===== src/rtl/snn_pkg.sv =====
// snn_pkg -- shared definitions for the time-multiplexed spiking layer.
//   state_t    : controller states (IDLE, ACC, DONE)
//   sat_signed : clamps a 32-bit signed value into a signed range of 'bits' bits
// Optional feature macro used by the layer: SNN_REFRACTORY_EN.
package snn_pkg;

  typedef enum logic [1:0] {
    ST_IDLE = 2'd0,
    ST_ACC  = 2'd1,
    ST_DONE = 2'd2
  } state_t;

  // Clamp val into [-(2^(bits-1)), 2^(bits-1)-1]; the result is still
  // 32 bits wide so callers slice off the low 'bits' bits.
  function automatic logic signed [31:0] sat_signed(input logic signed [31:0] val,
                                                    input int bits);
    logic signed [31:0] hi;
    logic signed [31:0] lo;
    hi = (32'sd1 <<< (bits - 1)) - 32'sd1;
    lo = -(32'sd1 <<< (bits - 1));
    if (val > hi) begin
      return hi;
    end else if (val < lo) begin
      return lo;
    end
    return val;
  endfunction

endpackage


===== src/rtl/snn_synapse_sum.sv =====
// snn_synapse_sum -- combinational signed synaptic sum for one neuron.
//   spikes  [INPUTS]   : input spike vector for the current timestep
//   weights [INPUTS]   : binary weights, 1 = +1, 0 = -1
//   sum     [SUM_BITS] : popcount(spikes & weights) - popcount(spikes & ~weights)
module snn_synapse_sum #(
  parameter int INPUTS   = 16,
  parameter int SUM_BITS = $clog2(INPUTS) + 2
) (
  input  logic [INPUTS-1:0]          spikes,
  input  logic [INPUTS-1:0]          weights,
  output logic signed [SUM_BITS-1:0] sum
);

  logic [SUM_BITS-1:0] pos_cnt;
  logic [SUM_BITS-1:0] neg_cnt;

  always_comb begin
    pos_cnt = '0;
    neg_cnt = '0;
    for (int i = 0; i < INPUTS; i++) begin
      if (spikes[i]) begin
        if (weights[i]) begin
          pos_cnt = pos_cnt + SUM_BITS'(1);
        end else begin
          neg_cnt = neg_cnt + SUM_BITS'(1);
        end
      end
    end
  end

  // Both counts are at most INPUTS, so the modular difference is the
  // correct two's-complement result within SUM_BITS.
  assign sum = pos_cnt - neg_cnt;

endmodule


===== src/rtl/snn_tdm_layer.sv =====
// snn_tdm_layer -- layer of NEURONS leaky integrate-and-fire neurons with
// binary (+1/-1) weights, evaluated one neuron per clock over a single
// shared synaptic-sum unit.
// Ports:
//   clk, reset                   : clock, asynchronous active-high reset
//   clr                          : zero all potentials (honoured in IDLE only)
//   threshold [POT_BITS], shift  : firing threshold and leak shift, captured at timestep start
//   wgt_valid/wgt_ready/wgt_data : weight byte stream, shifted in from the top
//   in_valid/in_ready/in_spikes  : starts a timestep with the given input spikes
//   out_valid/out_ready/out_spikes : timestep result, held until accepted
//   busy                         : high whenever a timestep is in progress or pending
// Optional feature: define SNN_REFRACTORY_EN to give each neuron a one-timestep
// refractory period after it spikes.
module snn_tdm_layer
  import snn_pkg::*;
#(
  parameter int INPUTS   = 16,
  parameter int NEURONS  = 8,
  parameter int POT_BITS = 8
) (
  input  logic                clk,
  input  logic                reset,
  input  logic                clr,
  input  logic [POT_BITS-1:0] threshold,
  input  logic [2:0]          shift,
  input  logic                wgt_valid,
  output logic                wgt_ready,
  input  logic [7:0]          wgt_data,
  input  logic                in_valid,
  output logic                in_ready,
  input  logic [INPUTS-1:0]   in_spikes,
  output logic                out_valid,
  input  logic                out_ready,
  output logic [NEURONS-1:0]  out_spikes,
  output logic                busy
);

  localparam int W        = INPUTS * NEURONS;
  localparam int SUM_BITS = $clog2(INPUTS) + 2;
  localparam int IDX_BITS = (NEURONS > 1) ? $clog2(NEURONS) : 1;
  localparam logic [IDX_BITS-1:0] LAST_IDX = IDX_BITS'(NEURONS - 1);

  state_t                     state_reg;
  logic [IDX_BITS-1:0]        idx_reg;
  logic [W-1:0]               weights_reg;
  logic signed [POT_BITS-1:0] pot_reg [NEURONS];
  logic [INPUTS-1:0]          spikes_reg;
  logic [POT_BITS-1:0]        thr_reg;
  logic [2:0]                 shift_reg;
  logic [NEURONS-1:0]         out_spikes_reg;
  logic                       out_valid_reg;
  logic                       busy_reg;
`ifdef SNN_REFRACTORY_EN
  logic [NEURONS-1:0]         refr_reg;
`endif

  // Handshakes
  logic in_fire;
  logic wgt_fire;
  assign in_ready  = (state_reg == ST_IDLE) && !clr;
  assign wgt_ready = (state_reg == ST_IDLE) && !in_valid && !clr;
  assign in_fire   = in_valid && in_ready;
  assign wgt_fire  = wgt_valid && wgt_ready;

  assign out_valid  = out_valid_reg;
  assign out_spikes = out_spikes_reg;
  assign busy       = busy_reg;

  // Per-neuron weight slices, selected by the neuron index during ACC.
  logic [INPUTS-1:0] w_slice [NEURONS];
  genvar gi;
  generate
    for (gi = 0; gi < NEURONS; gi++) begin : gen_wslice
      assign w_slice[gi] = weights_reg[gi*INPUTS +: INPUTS];
    end
  endgenerate

  logic [INPUTS-1:0]          cur_w;
  logic signed [SUM_BITS-1:0] sum;
  assign cur_w = w_slice[idx_reg];

  snn_synapse_sum #(
    .INPUTS   (INPUTS),
    .SUM_BITS (SUM_BITS)
  ) u_sum (
    .spikes  (spikes_reg),
    .weights (cur_w),
    .sum     (sum)
  );

  // Neuron update for the neuron selected by idx_reg. Arithmetic is done
  // at 32 bits so the leak/sum combination cannot wrap before saturation.
  logic signed [POT_BITS-1:0] cur_pot;
  logic signed [31:0]         cur_ext;
  logic signed [31:0]         leak;
  logic signed [31:0]         sum_eff;
  logic signed [31:0]         raw;
  logic signed [31:0]         sat_val;
  logic signed [31:0]         thr_ext;
  logic signed [POT_BITS-1:0] u_next;
  logic signed [POT_BITS-1:0] u_after;
  logic                       fire;
  logic                       refractory;

  always_comb begin
    cur_pot = pot_reg[idx_reg];
    cur_ext = {{(32-POT_BITS){cur_pot[POT_BITS-1]}}, cur_pot};
    leak    = (shift_reg != 3'd0) ? (cur_ext >>> shift_reg) : 32'sd0;
`ifdef SNN_REFRACTORY_EN
    refractory = refr_reg[idx_reg];
`else
    refractory = 1'b0;
`endif
    sum_eff = refractory ? 32'sd0 : {{(32-SUM_BITS){sum[SUM_BITS-1]}}, sum};
    raw     = cur_ext - leak + sum_eff;
    sat_val = sat_signed(raw, POT_BITS);
    u_next  = sat_val[POT_BITS-1:0];
    // Threshold is unsigned, so it is zero-extended before the signed compare.
    thr_ext = {{(32-POT_BITS){1'b0}}, thr_reg};
    fire    = !refractory && (sat_val >= thr_ext);
    // When firing, u_next >= threshold >= 0, so the narrow subtraction is exact.
    u_after = fire ? (u_next - thr_reg) : u_next;
  end

  // Controller: sequencing, captured configuration and registered handshake outputs.
  always_ff @(posedge clk or posedge reset) begin
    if (reset) begin
      state_reg     <= ST_IDLE;
      idx_reg       <= '0;
      weights_reg   <= '1;
      spikes_reg    <= '0;
      thr_reg       <= '0;
      shift_reg     <= '0;
      out_valid_reg <= 1'b0;
      busy_reg      <= 1'b0;
    end else begin
      case (state_reg)
        ST_IDLE: begin
          if (in_fire) begin
            spikes_reg <= in_spikes;
            thr_reg    <= threshold;
            shift_reg  <= shift;
            idx_reg    <= '0;
            busy_reg   <= 1'b1;
            state_reg  <= ST_ACC;
          end else if (wgt_fire) begin
            weights_reg <= {wgt_data, weights_reg[W-1:8]};
          end
        end
        ST_ACC: begin
          idx_reg <= idx_reg + IDX_BITS'(1);
          if (idx_reg == LAST_IDX) begin
            out_valid_reg <= 1'b1;
            state_reg     <= ST_DONE;
          end
        end
        ST_DONE: begin
          if (out_ready) begin
            out_valid_reg <= 1'b0;
            busy_reg      <= 1'b0;
            state_reg     <= ST_IDLE;
          end
        end
        default: begin
          state_reg     <= ST_IDLE;
          out_valid_reg <= 1'b0;
          busy_reg      <= 1'b0;
        end
      endcase
    end
  end

  // Membrane potentials, result bits and (optionally) refractory flags.
  always_ff @(posedge clk or posedge reset) begin
    if (reset) begin
      for (int k = 0; k < NEURONS; k++) begin
        pot_reg[k] <= '0;
      end
      out_spikes_reg <= '0;
`ifdef SNN_REFRACTORY_EN
      refr_reg <= '0;
`endif
    end else if ((state_reg == ST_IDLE) && clr) begin
      for (int k = 0; k < NEURONS; k++) begin
        pot_reg[k] <= '0;
      end
`ifdef SNN_REFRACTORY_EN
      refr_reg <= '0;
`endif
    end else if (state_reg == ST_ACC) begin
      pot_reg[idx_reg]        <= u_after;
      out_spikes_reg[idx_reg] <= fire;
`ifdef SNN_REFRACTORY_EN
      refr_reg[idx_reg] <= fire;
`endif
    end
  end

endmodule


===== config.mk =====
export PLATFORM = sky130hd
export DESIGN_NAME = snn_tdm_layer
export DESIGN_NICKNAME = d
export VERILOG_FILES = /design/src/rtl/snn_pkg.sv /design/src/rtl/snn_synapse_sum.sv /design/src/rtl/snn_tdm_layer.sv
export SDC_FILE = /design/constraint.sdc
export NUM_CORES = 1
export LEC_CHECK = 0
export CAP_MARGIN = 20
export CORE_ASPECT_RATIO = 1.2
export CORE_UTILIZATION = 57
export DETAILED_ROUTE_END_ITERATION = 8
export GPL_TIMING_DRIVEN = 0
export HOLD_SLACK_MARGIN = 0.05
export PLACE_DENSITY = 0.85
export SYNTH_ARGS = -nofsm -noshare
export SYNTH_HDL_FRONTEND = slang
export SYNTH_SLANG_ARGS = --single-unit

===== constraint.sdc =====
create_clock -name clk -period 17.7 [get_ports clk]
set_input_delay 2.655 -clock clk [delete_from_list [all_inputs] [get_ports clk]]
set_output_delay 2.655 -clock clk [all_outputs]
set_load 0.03 [all_outputs]

* After elaboration in Yosys (flattened, before gate mapping)
Cells that the tools add are included.
Cells by class: add/subtract/negate cells 35, $mul 0, div/mod/pow operators 0, order comparisons 7, eq/ne operators 6, shift operators 1, mux-type cells 96, bitwise gates (word level) 5, reductions and logical operators 21
Operators with widths (count):
- $mux 6 | 62
- $add 6x1->6 const B | 30
- $mux 32 | 4
- $mux 64 | 2
- $bwmux 64 | 1
- $bmux 16 s3 | 1
- $add 32x6->32 | 1
- $ge 32x9->1 | 1
- $gt 32x8->1 const B | 1
- $lt 32x8->1 const B | 1
- $mux 16 | 2
- $mux 8 | 4
- $sshr 8x3->32 | 1
- $sub 8x32->32 | 1
- $bmux 8 s3 | 1
- $demux 8 s3 | 1
- $reduce_and 3->1 | 4
- $bwmux 8 | 1
- $logic_and 1x1->1 | 8
- $mux 1 | 8
- $sub 8x8->8 | 1
- $mux 2 | 3
- $ne 2x2->1 const B | 3
- $pmux 1 s3 | 2
- other kinds (20) | 27
Word-level totals: flip-flop bits (word level) 234, latch bits 0, RAM bits 0, memory bits (read-only) 0, output and inout port bits 12, logic and storage cells 188, memories 0

* Depth between registers and ports, before layout
Gate-level depths: netlist of the first run.
depth in word-level cells 62, gate-level depth with buffers 102

* Hierarchy
From an unflattened synthesis of the first run, not the netlist that was laid out.
Second synthesis, totals: cell total of the unflattened synthesis 1592, area, all modules 16693.5 um^2
By module, submodules not included:
- snn_tdm_layer | instances 1, cells an instance 984, area each 11964.0 um^2, sequential area each 6015.8 um^2
- snn_synapse_sum | instances 1, cells an instance 608, area each 4729.5 um^2, sequential area each 0.0 um^2

* Worst setup path after synthesis of the first run
Ideal clock, no wire load.
path type register to register, start register idx_reg[0], end register pot_reg[10] in the netlist's numbering, setup time 0.136 ns, arrival 19.053 ns, data required time 17.564 ns, setup slack -1.489 ns, cell stages (with the launch flop) 97, buffers on the path 9, period minus slack after synthesis 19.189 ns, path through dfrtp_1 -> buf_6 -> buf_8 -> buf_6 -> buf_2 -> buf_2 -> buf_2 -> buf_1 -> clkbuf_1 -> mux2_2 -> ha_1 -> nand2_1 -> o21a_1 -> inv_1 -> ha_1 -> nand2_1 -> nor3_1 -> nor2_1 -> (+61 left out) -> o21ai_0 -> ha_1 -> fa_1 -> nor2b_1 -> o21ai_0 -> nand2b_1 -> a21oi_1 -> nor2_1 -> nor2_1 -> o21ai_0 -> a21o_1 -> a21oi_1 -> o21ai_0 -> nand2_1 -> clkbuf_1 -> nor3_1 -> a21oi_1 -> o21ai_0
On the way: word-level cells in the longest chain between the ends 62, elaborated cells between the ends (all ways) 123, classes of those cells add/sub: 34; order compare: 5; shift: 1; mux: 81; bitwise: 1; reduce/logical: 1
RTL lines:
- start, declared | line snn_tdm_layer.sv:44 | logic [IDX_BITS-1:0] idx_reg;
- start signal, assigned | line snn_tdm_layer.sv:151 | idx_reg <= idx_reg + IDX_BITS'(1);
- $not 3->4 (not written as such) * | line snn_tdm_layer.sv:80, snn_tdm_layer.sv:106, snn_tdm_layer.sv:191
- $bmux 16 s3 | line snn_tdm_layer.sv:80 | assign cur_w = w_slice[idx_reg];
- $mux 16 (not written as such) (2 in series) | line snn_tdm_layer.sv:80
- $mux 1 | line snn_synapse_sum.sv:22 | if (weights[i]) begin
- $mux 6 | line snn_synapse_sum.sv:21 | if (spikes[i]) begin
- $add 6x1->6 (on tied branches) | line snn_synapse_sum.sv:23, snn_synapse_sum.sv:25
- $mux 6 | line snn_synapse_sum.sv:22
- $mux 6 | line snn_synapse_sum.sv:21
- (+45 left out)
- $mux 1 | line snn_pkg.sv:23 | end else if (val < lo) begin
- $mux 1 | line snn_pkg.sv:21 | if (val > hi) begin
- $mux 32 | line snn_pkg.sv:26 | return val;
- $ge 32x9->1 or $sub 8x8->8 (tied branches) | line snn_tdm_layer.sv:120, snn_tdm_layer.sv:122
- $mux 8 | line snn_tdm_layer.sv:122 | u_after = fire ? (u_next - thr_reg) : u_next;
- $bwmux 64 * | line snn_tdm_layer.sv:191 | pot_reg[idx_reg] <= u_after;
- $mux 64 * | line snn_tdm_layer.sv:190 | end else if (state_reg == ST_ACC) begin
- $mux 64 * | line snn_tdm_layer.sv:183 | end else if ((state_reg == ST_IDLE) && clr) begin
- end signal, assigned by index | line snn_tdm_layer.sv:191
- end, declared | line snn_tdm_layer.sv:46 | logic signed [POT_BITS-1:0] pot_reg [NEURONS];
Every way passes the cells marked *; elsewhere a longest branch is shown, timed or not. The select of a mux whose other input is x is not followed. A chain may end at the register's enable or synchronous reset.

* Worst setup path in the final report of the first run
start register idx_reg[0], end register pot_reg[52] in the netlist's numbering
Same word-level chain as after synthesis.

==> flow_metrics.py, run 1 <==
metrics = {
    "detailed_routing": {
        "drtPass1Iterations": 5,
        "vias_per_cell": 6.172,
        "ant_nets": 0,
        "totalWireLength_um": 41430,
        "num_vias": 12980,
        "drt_iter0_markers": 994,
        "routedWlPerCell_um": 19.70,
        "route.detailed.drc": 0,
    },
    "timing": {
        "fin_crit_sh_pct": 97.05,
        "final_max_slew_viol_count": 0,
        "fmax_mhz": 58.21,
        "worst_pin_slew_ns": 1.044,
        "min_period_ns": 17.18,
        "slew_headroom_pct": 29.86,
        "fin_skew_ns": 0.01018,
        "setup_viol": 0,
        "worst_slack_ns": 0.5217,
        "hold_viol_final": 0,
    },
    "worst_setup_path": {
        "path_common_cell": "ha_4",
        "r2r.worst_path.cells": 93,
        "arrival_ns": 17.55,
        "r2r_end": "pot_reg[52]",
        "slowest_delay_ns": 0.57,
        "worst_setup_path_end_kind": "flop",
        "crit_type": "flop to flop",
        "critPathMaxFanout": 10,
        "cp-start-kind": "flop",
        "r2r_setup_slack_ns": 0.52,
        "critical_path_required_ns": 18.08,
        "slowest_stage": "mux4_2",
        "r2r_start": "idx_reg[0]",
    },
    "floorplanning": {
        "placementRows": 67,
        "coreArea_mm2": 0.02800,
        "initial_core_util_pct": 58.08,
        "die_y_um": 187.0,
        "die_area_mm2": 0.02921,
        "dieWidth_um": 156.2,
        "io_pins": 53,
    },
    "placed_design": {
        "numPortBuffers": 52,
        "numPlacedInstances": 2025,
        "dp_hpwl_um": 28900,
        "place_ws_ns": -3.015,
        "gp_congestion": 0.9386,
    },
    "hold_path": {
        "hold_depth": 2,
        "hold_path_end": "out_spikes[4]",
        "hp-class": "flop to flop",
        "min_from": "out_spikes[4]",
    },
    "clock_network": {
        "htreeDepth": 1,
        "cts_tree": "yes",
        "clkTransAtPathRegs_ns": 0.06,
        "cts_buffer_depth": 3,
        "ctsHoldBuffers": 0,
        "cts-root-buf": "clkbuf_16",
        "cts.sinks": 234,
        "clk_latency_ns": 0.52,
        "numCtsBuffers": 25,
    },
    "finish": {
        "fillers": 1949,
        "seqCellArea_mm2": 0.006017,
        "multi_input_area_mm2": 0.01023,
        "syn_to_final_growth_pct": 17.02,
        "final_cells": 2103,
        "drive_above_1_share_pct": 31.03,
        "final_nets": 1821,
        "largest_register_ffs": 128,
        "n_antenna_cell": 0,
        "final_core_util_pct": 67.96,
    },
    "global_route": {
        "grt_util_met3_pct": 3.591,
        "grt_overflow": 0,
        "antenna_found_initial": 0,
        "grt_pass1_wl_um": 65630,
        "grt_max_degree": 145,
        "met1_usage_pct": 35.43,
        "met2_usage_pct": 47.60,
        "grt_use_total_pct": 28.04,
        "busiest_layer": "met2",
        "grt_pass1_vias": 13100,
    },
    "synth": {
        "netlist_instances": 1593,
        "async_flop_share_pct": 100.0,
        "ys_types": 91,
        "synthFlopType": "dfstp_2",
        "synth_edf_count": 0,
        "synth.top_cells.by_area": "dfstp_2, dfrtp_1, mux2_2, ha_1, nand2_1",
        "syn_area_per_cell_um2": 10.21,
        "synth_largest_area_cell": "dfstp_2",
        "synth_warnings": 0,
        "synth_nets": 1707,
        "synth_top_area_share_pct": 20.68,
        "syn_area_mm2": 0.01626,
        "synth_most_common_cell": "nand2_1",
        "ys_seq_elements": 234,
        "ys_top_cells_by_count": "nand2_1, mux2_2, o21ai_0",
        "ys_seq_area_share_pct": 36.99,
    },
    "job": {
        "cap_violations": 0,
    },
    "run_status": {
        "status": "finished clean",
    },
}
worst max-delay path: cells and delay by family, from the launching register on:
kind                       cells  cell delay, ns
adders and majority gates     20            5.23
buffers and inverters          9            1.01
and+or+nand+nor               23            2.75
AOI/OAI and AO/OA             29            4.50
muxes                          7            2.00
xor gates and xnor gates       5            1.10
DFF                            1            0.41
cells in the final DEF, fill, tap and decap left out, types with 12 or more instances in the layout:
cell             netlist  final
a21o_1                13     12
a21oi_1               45     31
a21oi_2                1     12
and2_1                18     18
buf_4                  0     41
clkbuf_1              53     56
clkbuf_16              0     27
clkdlybuf4s50_1        0     52
dfrtp_1              106    105
dfstp_2              128    128
ha_1                  58     42
ha_4                   0     14
inv_1                 68     60
mux2_2               142    137
mux2i_1               53     51
mux4_2                29     29
nand2_1              191    185
nand2b_1              15     15
nand3_1               92     92
nand4_1               15     15
nor2_1                49     46
nor2b_1               20     17
nor3_1                20     19
o211ai_1              12     12
o21ai_0              135    112
o21ai_1                5     16
o22ai_1               17     15
xnor2_1               63     62
xnor2_2               12     12
xor2_1                32     32
through the flow:
| step | TNS [ns] | hold slack [ns] | instance area (um^2) |
|---|---|---|---|
| 6_report | 0 | 0.4789 | 19030 |
| 3_3_place_gp | -150.40 | 0.4630 | 17340 |
| 2_1_floorplan | 0 | 0.4523 | 16340 |
| 4_1_cts | 0 | 0.4844 | 18460 |
| 5_1_grt | -10.97 | 0.5101 | 19030 |
| 3_5_place_dp | -200.89 | 0.4697 | 17370 |
how the worst max path moves through the flow:
stage | slack [ns] | end | depth (start not counted) | startpoint
detailed placement | -3.02 | pot_reg[28] | 94 | idx_reg[1]
global placement | -2.25 | pot_reg[35] | 94 | idx_reg[1]
finish | 0.52 | pot_reg[52] | 93 | idx_reg[0]
floorplan | 0.003 | pot_reg[14] | 99 | idx_reg[0]
CTS | 0.003 | pot_reg[9] | 92 | idx_reg[1]
global route | -0.25 | pot_reg[62] | 94 | idx_reg[0]
layer usage:
metal  vias up  share of wire, %  wire, um
met4         0               4.6      1915
met3       141               6.0      2495
met1      6393                40     16490
met2       509                50     20530
met5         -                 0         0
li1       5936                 -         -
kinds of logic (layout without fill, tap and decap cells):
kind of cell / count (synthesis) / after routing / share of synthesized area (%)
AND/OR/NAND/NOR: 470 / 470 / 13.88
XOR/XNOR: 130 / 130 / 9.333
multiplexers: 227 / 227 / 17.34
buffers and inverters: 144 / 275 / 3.539
adder cells (fa/ha/maj): 74 / 74 / 6.371
flip-flops: 234 / 234 / 36.99
AO/OA/AOI/OAI: 314 / 314 / 12.54
repair_timing:
action	4_1_cts	5_1_grt
setup endpoints to repair	72	72
pin swaps	12	50
gates cloned	2	1
gates resized for setup	50	98
buffers inserted	19	20
cell type report:
class / count / share of cell area [%]
plain buffers: 65 / 1.821
inverters: 71 / 1.479
multi-input cells: 1215 / 53.74
flip-flops and latches: 234 / 31.62
well taps: 379 / 2.492
repair buffers: 95 / 4.892
clock buffers: 37 / 3.682
clock inverters: 7 / 0.2762
Power of run 1 is left out: the tool's default activity adds up to more than one toggle a clock period on the data nets, which glitch-free logic cannot reach.
==> run 2, diff against run 1 <==
--- a/config.mk
+++ b/config.mk
@@ -11,7 +11,7 @@
 export DETAILED_ROUTE_END_ITERATION = 8
 export GPL_TIMING_DRIVEN = 0
 export HOLD_SLACK_MARGIN = 0.05
-export PLACE_DENSITY = 0.85
+export PLACE_DENSITY = 0.8
 export SYNTH_ARGS = -nofsm -noshare
 export SYNTH_HDL_FRONTEND = slang
 export SYNTH_SLANG_ARGS = --single-unit
==> run 2 against run 1 <==
Final cell count increased by 0.52%; global-route usage about the same; sequential cell count did not move; via count decreased by 0.80%; routed wire length decreased by 0.84%; clock skew up 0.0087 ns; register-to-register slack better by 0.08 ns.
==> flow_metrics.py, run 2 (synthesis results as in run 1) <==
metrics = {
    "run_status": {
        "status": "finished clean",
    },
    "floorplanning": {
        "coreArea_mm2": 0.02800,
        "placementRows": 67,
        "die_area_mm2": 0.02921,
        "io_pins": 53,
        "initial_core_util_pct": 58.08,
        "dieWidth_um": 156.2,
        "die_y_um": 187.0,
    },
    "clock_network": {
        "cts_buffer_depth": 3,
        "htreeDepth": 1,
        "clkTransAtPathRegs_ns": 0.06,
        "cts_tree": "yes",
        "cts.sinks": 234,
        "clk_latency_ns": 0.55,
        "cts-root-buf": "clkbuf_16",
        "numCtsBuffers": 25,
    },
    "placed_design": {
        "dp_hpwl_um": 29420,
        "numPortBuffers": 52,
        "gp_congestion": 0.9012,
    },
    "global_route": {
        "met1_usage_pct": 35.99,
        "antenna_found_initial": 0,
        "grt_max_degree": 92,
        "busiest_layer": "met2",
        "grt_pass1_wl_um": 65430,
        "met2_usage_pct": 48.39,
        "grt_pass1_vias": 12940,
        "grt_use_total_pct": 28.08,
        "grt_overflow": 0,
        "grt_util_met3_pct": 3.383,
    },
    "detailed_routing": {
        "route.detailed.drc": 0,
        "drtPass1Iterations": 5,
        "drt_iter0_markers": 1113,
        "ant_nets": 0,
        "routedWlPerCell_um": 19.43,
        "vias_per_cell": 6.090,
        "num_vias": 12880,
        "totalWireLength_um": 41080,
    },
    "timing": {
        "fin_skew_ns": 0.01885,
        "worst_pin_slew_ns": 0.8657,
        "final_max_slew_viol_count": 0,
        "slew_headroom_pct": 41.76,
        "min_period_ns": 17.09,
        "fin_crit_sh_pct": 96.58,
        "fmax_mhz": 58.50,
        "hold_viol_final": 0,
        "whs_ns": 0.4846,
        "setup_viol": 0,
    },
    "finish": {
        "largest_register_ffs": 128,
        "syn_to_final_growth_pct": 17.27,
        "mostFrequentLayoutCell": "nand2_1",
        "final_cell_mix": "nand2_1, mux2_2, dfstp_2",
        "final_nets": 1831,
        "fillers": 2029,
        "n_antenna_cell": 0,
        "drive_above_1_share_pct": 31.12,
    },
    "hold_path": {
        "hp-class": "flop to flop",
    },
    "worst_setup_path": {
        "arrival_ns": 17.55,
        "critPathMaxFanout": 8,
        "path_buf_inv": 9,
        "cpLargestDelayFamily": "adder cells",
        "cp-start-kind": "flop",
        "slowest_stage": "mux4_2",
        "path_common_cell": "ha_4",
        "worst_setup_path_end_kind": "flop",
        "crit_type": "flop to flop",
        "slowest_delay_ns": 0.55,
        "critical_path_required_ns": 18.15,
    },
    "job": {
        "cap_violations": 0,
    },
}
## run 2: cell count changes in the layout (fill, tap and decap cells not counted), moves of 2 or more
cell,delta
ha_1,+3
o21bai_4,-2
buf_4,+7
clkbuf_4,+2
o21ai_2,-2
ha_4,-3
clkinv_4,-2
## run 2: stage by stage
stage / std cells / setup WS [ns] / area (um^2) / utilization (%) / TNS (ns)
after floorplan: 1593 / 0.002538 / 16340 / - / 0
after global placement: 2024 / -2.406 / 17340 / 61.91 / -160.51
after detailed placement: 2026 / -2.930 / 17400 / 62.14 / -198.41
final: 2114 / 0.6058 / 19070 / 68.11 / 0
after global routing: 2114 / -0.2402 / 19070 / 68.11 / -12.38
after CTS: 2082 / 0.02005 / 18520 / 66.15 / 0
## run 2: tightest hold or removal path: cells and delay by family (launching register included)
kind             cells  cell delay, ns
AND/OR/NAND/NOR      1            0.04
AO/OA/AOI/OAI        1            0.06
flip-flops           1            0.34
## run 2: path summary, 6_finish.rpt
| kind | startpoint | to | slack, ns | depth (start not counted) |
|---|---|---|---|---|
| min in group asynchronous | reset | spikes_reg[3] | 2.59 | 2 |
| worst max register to register | idx_reg[0] | pot_reg[38] | 0.61 | 94 |
| max in group asynchronous | reset | weights_reg[123] | 14.29 | 3 |
| worst min-delay path | out_spikes[7] | out_spikes[7] | 0.48 | 2 |
| worst min register to register | out_spikes[7] | out_spikes[7] | 0.48 | 2 |
| worst max-delay path | idx_reg[0] | pot_reg[38] | 0.61 | 94 |
## run 2: what timing repair did
action,4_1_cts,5_1_grt
gates cloned,3,0
buffers inserted,15,32
pin swaps,14,50
endpoints found under the setup margin,72,72
hold buffers,0,0
hold endpoints to repair,0,0
resized for setup,53,83
## run 2: layer usage
metal	up-vias	share of wire, %
met4	0	4.1
met1	6400	41
met5	-	0
li1	5961	-
met2	408	50
met3	106	5.2
## run 2: cell type report
cell class,count,area [um^2],share of cell area (%)
Sequential cell,234,6017,31.55
Buffer,65,350.3,1.837
Inverter,71,281.5,1.476
Timing Repair Buffer,105,1008,5.288
Clock buffer,37,700.7,3.674
Multi-Input combinational cell,1215,10140,53.18
Clock inverter,8,96.34,0.5052
Tap cell,379,474.2,2.487
Power of run 2 is left out for the same reason.
